--- config.mk ---
export PLATFORM = sky130hd
export DESIGN_NAME = jk_excite_driver
export DESIGN_NICKNAME = d
export VERILOG_FILES = /design/src/rtl/jk_excite_driver.sv
export SDC_FILE = /design/constraint.sdc
export NUM_CORES = 1
export LEC_CHECK = 0
export CAP_MARGIN = 20
export CORE_MARGIN = 5
export CORE_UTILIZATION = 40
export CTS_CLUSTER_SIZE = 25
export DETAILED_ROUTE_END_ITERATION = 8
export HOLD_SLACK_MARGIN = 0.12
export PLACE_DENSITY = 0.73
export REMOVE_ABC_BUFFERS = 1
export SETUP_SLACK_MARGIN = 0.5
export SYNTH_ARGS = -nofsm -noshare
export SYNTH_HDL_FRONTEND = slang
export SYNTH_SLANG_ARGS = --single-unit
--- constraint.sdc ---
create_clock -name CLK -period 2.2 [get_ports CLK]
set_input_delay 0.33 -clock CLK [delete_from_list [all_inputs] [get_ports CLK]]
set_output_delay 0.33 -clock CLK [all_outputs]
set_load 0.02 [all_outputs]
--- src/rtl/jk_excite_driver.sv ---
// Drives J/K of an external JK flip-flop so its Q walks through a latched bit
// pattern, checking the fed-back Q each cycle and flagging the first mismatch.
module jk_excite_driver #(
    parameter int DEPTH = 8,
    parameter int IW    = 3
) (
    input  logic             CLK,
    input  logic             rst_n,
    input  logic             start,
    input  logic [DEPTH-1:0] pattern,
    input  logic [IW:0]      len,
    input  logic             mode,
    input  logic             Q_fb,
    output logic             J,
    output logic             K,
    output logic             busy,
    output logic             done,
    output logic             error,
    output logic [IW-1:0]    err_idx
);

    localparam logic [2:0] S_IDLE  = 3'd0;
    localparam logic [2:0] S_INIT  = 3'd1;
    localparam logic [2:0] S_RUN   = 3'd2;
    localparam logic [2:0] S_CHECK = 3'd3;
    localparam logic [2:0] S_DONE  = 3'd4;

    localparam logic [IW:0]   DEPTH_L = (IW+1)'(DEPTH);
    localparam logic [IW:0]   LEN_ONE = (IW+1)'(1);
    localparam logic [IW-1:0] IDX_ONE = IW'(1);

    logic [2:0]       state;
    logic [DEPTH-1:0] pat_q;
    logic [IW:0]      len_q;
    logic             mode_q;
    logic [IW-1:0]    idx;
    logic             prev;

    logic             len_ok;
    logic             accept;
    logic             last_bit;
    logic             q_miss;
    logic [IW-1:0]    idx_inc;
    logic [IW-1:0]    chk_idx;
    logic [1:0]       jk_next;

    // Encode the transition prev -> nxt as a J/K pair for the selected mode.
    function automatic logic [1:0] jk_enc(input logic m, input logic p, input logic nxt);
        if (m) begin
            return {p ^ nxt, p ^ nxt};
        end
        return {nxt, ~nxt};
    endfunction

    assign len_ok   = (len != '0) && (len <= DEPTH_L);
    assign accept   = (state == S_IDLE) && start && len_ok;
    assign last_bit = ({1'b0, idx} == (len_q - LEN_ONE));
    // prev always holds the Q the flop should show during the current cycle.
    assign q_miss   = (Q_fb != prev);
    assign idx_inc  = idx + IDX_ONE;
    assign chk_idx  = ((state == S_RUN) && (idx != '0)) ? (idx - IDX_ONE) : idx;
    assign jk_next  = jk_enc(mode_q, pat_q[idx], pat_q[idx_inc]);

    // Run configuration is plain data: captured on accept, never reset.
    always_ff @(posedge CLK) begin
        if (accept) begin
            pat_q  <= pattern;
            len_q  <= len;
            mode_q <= mode;
        end
    end

    always_ff @(posedge CLK) begin
        if (!rst_n) begin
            state   <= S_IDLE;
            J       <= 1'b0;
            K       <= 1'b0;
            busy    <= 1'b0;
            done    <= 1'b0;
            error   <= 1'b0;
            err_idx <= '0;
            idx     <= '0;
            prev    <= 1'b0;
        end else begin
            done <= 1'b0;
            case (state)
                S_IDLE: begin
                    J    <= 1'b0;
                    K    <= 1'b0;
                    busy <= 1'b0;
                    if (start) begin
                        if (len_ok) begin
                            state   <= S_INIT;
                            busy    <= 1'b1;
                            error   <= 1'b0;
                            err_idx <= '0;
                            J       <= 1'b0;
                            K       <= 1'b1;
                            idx     <= '0;
                            prev    <= 1'b0;
                        end else begin
                            state   <= S_DONE;
                            done    <= 1'b1;
                            error   <= 1'b1;
                            err_idx <= '0;
                        end
                    end
                end
                S_INIT: begin
                    state  <= S_RUN;
                    idx    <= '0;
                    prev   <= 1'b0;
                    {J, K} <= jk_enc(mode_q, 1'b0, pat_q[0]);
                end
                S_RUN: begin
                    if (q_miss) begin
                        state   <= S_DONE;
                        busy    <= 1'b0;
                        done    <= 1'b1;
                        error   <= 1'b1;
                        err_idx <= chk_idx;
                        J       <= 1'b0;
                        K       <= 1'b0;
                    end else if (last_bit) begin
                        state <= S_CHECK;
                        prev  <= pat_q[idx];
                        J     <= 1'b0;
                        K     <= 1'b0;
                    end else begin
                        idx    <= idx_inc;
                        prev   <= pat_q[idx];
                        {J, K} <= jk_next;
                    end
                end
                S_CHECK: begin
                    state <= S_DONE;
                    busy  <= 1'b0;
                    done  <= 1'b1;
                    J     <= 1'b0;
                    K     <= 1'b0;
                    if (q_miss) begin
                        error   <= 1'b1;
                        err_idx <= chk_idx;
                    end
                end
                S_DONE: begin
                    state <= S_IDLE;
                    busy  <= 1'b0;
                    J     <= 1'b0;
                    K     <= 1'b0;
                end
                default: begin
                    state <= S_IDLE;
                    busy  <= 1'b0;
                    J     <= 1'b0;
                    K     <= 1'b0;
                end
            endcase
        end
    end

endmodule

**Word-level counts from Yosys, hierarchy flattened**

Cells that the tools add are included.

- Input bits: 17
- Output and inout bits: 8
- Flip-flop bits (word level): 28

- Equal/unequal tests: 12
- Reduce and logical (&&, ||, !) cells: 15
- Bitwise logic cells: 4
- $add $sub $neg: 3
- Muxes and demuxes: 46
- Magnitude comparators: 3

Operators with widths:

| cell | number |
|---|---|
| 3-bit 2-to-1 mux | 11 |
| 1-bit 2-to-1 mux | 20 |
| 1-bit one-hot mux with 3 select lines | 4 |
| 3-bit one-hot mux with 4 select lines | 1 |
| 2-bit != test (second input constant) | 5 |
| 3-bit one-hot mux with 3 select lines | 1 |
| 3-bit by 4-bit < comparator with 1-bit output (second input constant) | 2 |
| 2-bit 2-to-1 mux | 4 |
| 1-bit binary-select mux with 3-bit select | 2 |
| 3-bit by 2-bit == test with 1-bit output (second input constant) | 2 |
| 3-bit one-hot mux with 2 select lines | 1 |
| 3-bit nonzero test | 2 |
| 5-bit AND reduction | 1 |
| 3-bit by 4-bit == test with 1-bit output | 1 |
| 4-bit less-or-equal comparator (second input constant) | 1 |
| 1-bit logical AND | 4 |
| 1-bit one-hot mux with 2 select lines | 2 |
| 2-bit AND reduction | 2 |
| 4-bit AND reduction | 1 |
| 4-bit nonzero test | 1 |
| 4-bit by 1-bit subtractor with 4-bit output (second input constant) | 1 |
| 3-bit by 1-bit adder with 3-bit output (second input constant) | 1 |
| 3-bit by 1-bit == test with 1-bit output (second input constant) | 1 |
| 3-bit zero test | 1 |
| 9 further kinds | 11 |

**Depth between registers and ports, before layout**

- Word-level depth: 9
- Mapped depth: 8
- Gate-level depth less buffers: 7

**Worst setup path after synthesis**

OpenSTA, ideal clock, no wires.

- Path type: register to register
- From: register state[1]
- To: register len_q[0], enable pin
- Period minus slack after synthesis: 2396 ps
- Path buffers: 1
- Slack: -196 ps
- Setup time: 404 ps
- Stages on the path, launching flop included: 4
- Arrival: 1992 ps
- Cells stage by stage: dfxtp_1 clkbuf_1 or3b_2 nor3_1

- Cells in the longest elaborated chain, start to end: 3

RTL lines:

| item | line | source |
|---|---|---|
| start: declaration | 32 | `logic [2:0] state;` |
| start signal: assignment | 75 | `state <= S_IDLE;` |
| start signal: assignment | 93 | `state <= S_INIT;` |
| start signal: assignment | 102 | `state <= S_DONE;` |
| 3-bit zero test | 56 | `assign accept = (state == S_IDLE) && start && len_ok;` |
| 1-bit logical AND (2 in a row) | 56 |  |
| via accept | 40 | `logic accept;` |
| end signal: assignment | 68 | `len_q <= len;` |
| end: declaration | 34 | `logic [IW:0] len_q;` |

The timed path passes the listed nets, and every way through them passes these cells.
A chain may end at the register's enable or synchronous reset.

**Final worst setup path**

- From: input len[1]
- To: register idx[0]

- Cells in the longest elaborated chain, start to end: 4

RTL lines:

| item | line | source |
|---|---|---|
| start: declaration | 11 | `input logic [IW:0] len,` |
| 4-bit less-or-equal comparator / 4-bit nonzero test (equally long branches) | 55 | `assign len_ok = (len != '0) && (len <= DEPTH_L);` |
| 1-bit logical AND * | 55 |  |
| 2-bit != test (no line) * | - |  |
| 5-bit AND reduction (no line) * | - |  |
| end signal: assignment | 130 | `idx <= idx_inc;` |
| end: declaration | 36 | `logic [IW-1:0] idx;` |

Mark *: on every way between the ends. The rest lies on a longest branch, timed or not.

==> results.md <==
* Max cap viols at 0
* Largest area contributor in the netlist: edfxtp_1
* Top FF cell, synth: dfxtp_1
* Vias in the first global route at 1127
* Area delta synth->final at 30.5%
* Global route overflow at 0
* Endpoints failing hold at 0
* Detail Placement HPWL at 2.18 mm
* Routed WL per cell at 14.3 um
* Row cnt at 21
* Fmax at 595 MHz
* Sequential area share after synthesis at 49.2%
* Die width at 69.3 um
* Outcome: finished clean
* CP Capture Type: flip-flop
* Clock Tree Buf Depth at 2
* Commonest cells post-synth: dfxtp_1, edfxtp_1, inv_1, a21oi_1
* # diodes at 0
* Number of synthesized flops with an enable pin at 13
* Slew margin rel. at 70.9%
* Flops & latches, synth at 28
* Post-route ant nets at 0
* Die Area at 4800 um^2
* Worst-path maximum fanout at 3
* Post-Syn Area per Cell at 11.2 um^2
* Slew @ Worst Pin at 432 ps
* CTS Root Cell: clkbuf_4
* Most frequent cell after synthesis: dfxtp_1
* Pleak at 0.696 nW
* # H-tree levels at 1
* GR Util All Layers at 12.3%
* Vias per inst at 5.17
* Share of cells above drive strength 1 at 18.2%
* Arr. time, crit path at 1940 ps
* Unique masters post-synth at 41
* Worst EP required at 2460 ps
* Largest net degree at the start of global routing at 16
* DRC errors left at 0
* DRT Pass-1 Iters at 4
* Worst-path clk slew at 140 ps
* Clock latency on the worst-skew pair at 320 ps
* Syn Inst Count at 125
* Worst Hold Class: flip-flop to flip-flop
* Layout Nets at 181
* DRT iter0 DRCs at 60
* Final Critical Period at 1680 ps
* Inserted Clock Buffers at 3
* Clock Skew at 5.10 ps
* Routability-driven placement congestion ratio at 0.822
* Period Utilization, post-route at 76.5%
* Vias at 1060
* Hold Buf Count CTS at 0
* Die height at 69.3 um
* DP Area at 1740 um^2
* Max Slew Vio Count at 0
* First-pass GRT wire length at 4.87 mm
* Maximum VDD drop at 0.386 mV
* Element type at the critical path start: input port
* RSZ-0062 raised after global routing: true
* Yosys warns at 0
* Post-synthesis cell area at 1410 um^2
* Fin Setup TNS at 0 ps
* Ys async rst share at 0%
* Synth top area share at 27.8%
* Cell area after layout at 1830 um^2
* Tot Pwr at 0.979 mW
* Dpl ws at 50.5 ps
* Initial antenna violation count at 0
* Number of port buffers at 24
* CP Class: input port to flip-flop
* # IOs at 25
* Final WS setup at 518 ps
* CTS tree: yes
* Wirelength, routed at 2.93 mm
* # setup viols final at 0
* CTS sink cnt at 28
* PD cells at 534 nW/um^2
* Starting density of the core at 41.8%
* Largest cells by area after synthesis: edfxtp_1, dfxtp_1, mux4_1, xnor2_1, ha_1
* Core area at 3360 um^2
[what timing repair did]
action | CTS | global route
setup buffers | 1 | 2
gates resized for setup | 7 | 11
setup endpoints to repair | 16 | 22
pin swaps | 0 | 4
[flip-flops by register name (all words and copies together), names as in the netlist, 3 cells and up]
signal   cells
err_idx      3
idx          3
len_q        4
pat_q        8
state        3
[worst paths after layout]
check | endpoint | depth (start not counted) | slack, ps | start
setup reg to reg | idx[2]$_SDFFE_PN0P_ | 7 | 540 | len_q[0]$_DFFE_PP_
hold / removal | err_idx[2]$_SDFFE_PN0P_ | 2 | 470 | err_idx[2]$_SDFFE_PN0P_
hold reg to reg | err_idx[2]$_SDFFE_PN0P_ | 2 | 470 | err_idx[2]$_SDFFE_PN0P_
setup / recovery | idx[0]$_SDFFE_PN0P_ | 6 | 520 | len[1]
[layer usage]
metal  track usage [%]  part of all wire (%)
met4              1.95                  0.61
met3              3.62                   5.5
met2              23.0                    52
met5                 0                     0
met1              13.9                    41
[power by group]
group          internal, mW  switching (mW)  leakage [nW]
combinational        0.0956          0.0804         0.435
sequential            0.572          0.0191         0.245
clock                0.0666           0.146        0.0154
total                 0.734           0.245         0.696
[per-stage QoR]
| stage | instances | utilization (%) | hold slack, ps |
|---|---|---|---|
| floorplan | 123 | - | 429 |
| global placement | 198 | 51.6 | 444 |
| detailed placement | 198 | 51.6 | 451 |
| CTS | 203 | 53.6 | 469 |
| global route | 205 | 54.5 | 527 |
| finish | 205 | 54.5 | 466 |
[worst max-delay path: stages]
cell	delay, ps
clkdlybuf4s50_1	450
or4_4	560
nand4b_1	120
a21oi_1	100
a21o_1	240
mux2i_1	140
[layout by cell type, fill, tap and decap left out, types with 2 or more instances in the layout]
master            n
clkdlybuf4s50_1  23
edfxtp_1         13
dfxtp_1          12
inv_1            11
a21oi_1           8
xnor2_1           6
nor2_1            6
buf_4             6
nand2_1           5
a21o_1            4
mux4_2            4
nor2b_1           3
nor3b_1           3
xor2_1            3
nand2b_1          3
o21ai_0           3
ha_1              3
clkbuf_4          3
o211a_1           2
nand3_1           2
o21ai_1           2
and2_1            2
o32ai_1           2
dfxtp_2           2
buf_6             2
[cell families after synthesis]
family	share of synthesized area [%]
AOI/OAI and AO/OA	14.2
xor gates and xnor gates	5.61
adders and majority gates	3.56
buffers and inverters	3.83
DFF	49.2
muxes	10.3
and+or+nand+nor	13.3
[area by class of cell]
cell class                      count  area, um^2
Clock buffer                        3        22.5
Inverter                           12        45.0
Tap cell                           46        57.6
Multi-Input combinational cell     83         697
Timing Repair Buffer               32         310
Clock inverter                      1        3.75
Sequential cell                    28         697
Fill cell                         334        1530
Note: power is estimated with default switching activity, not from simulation.
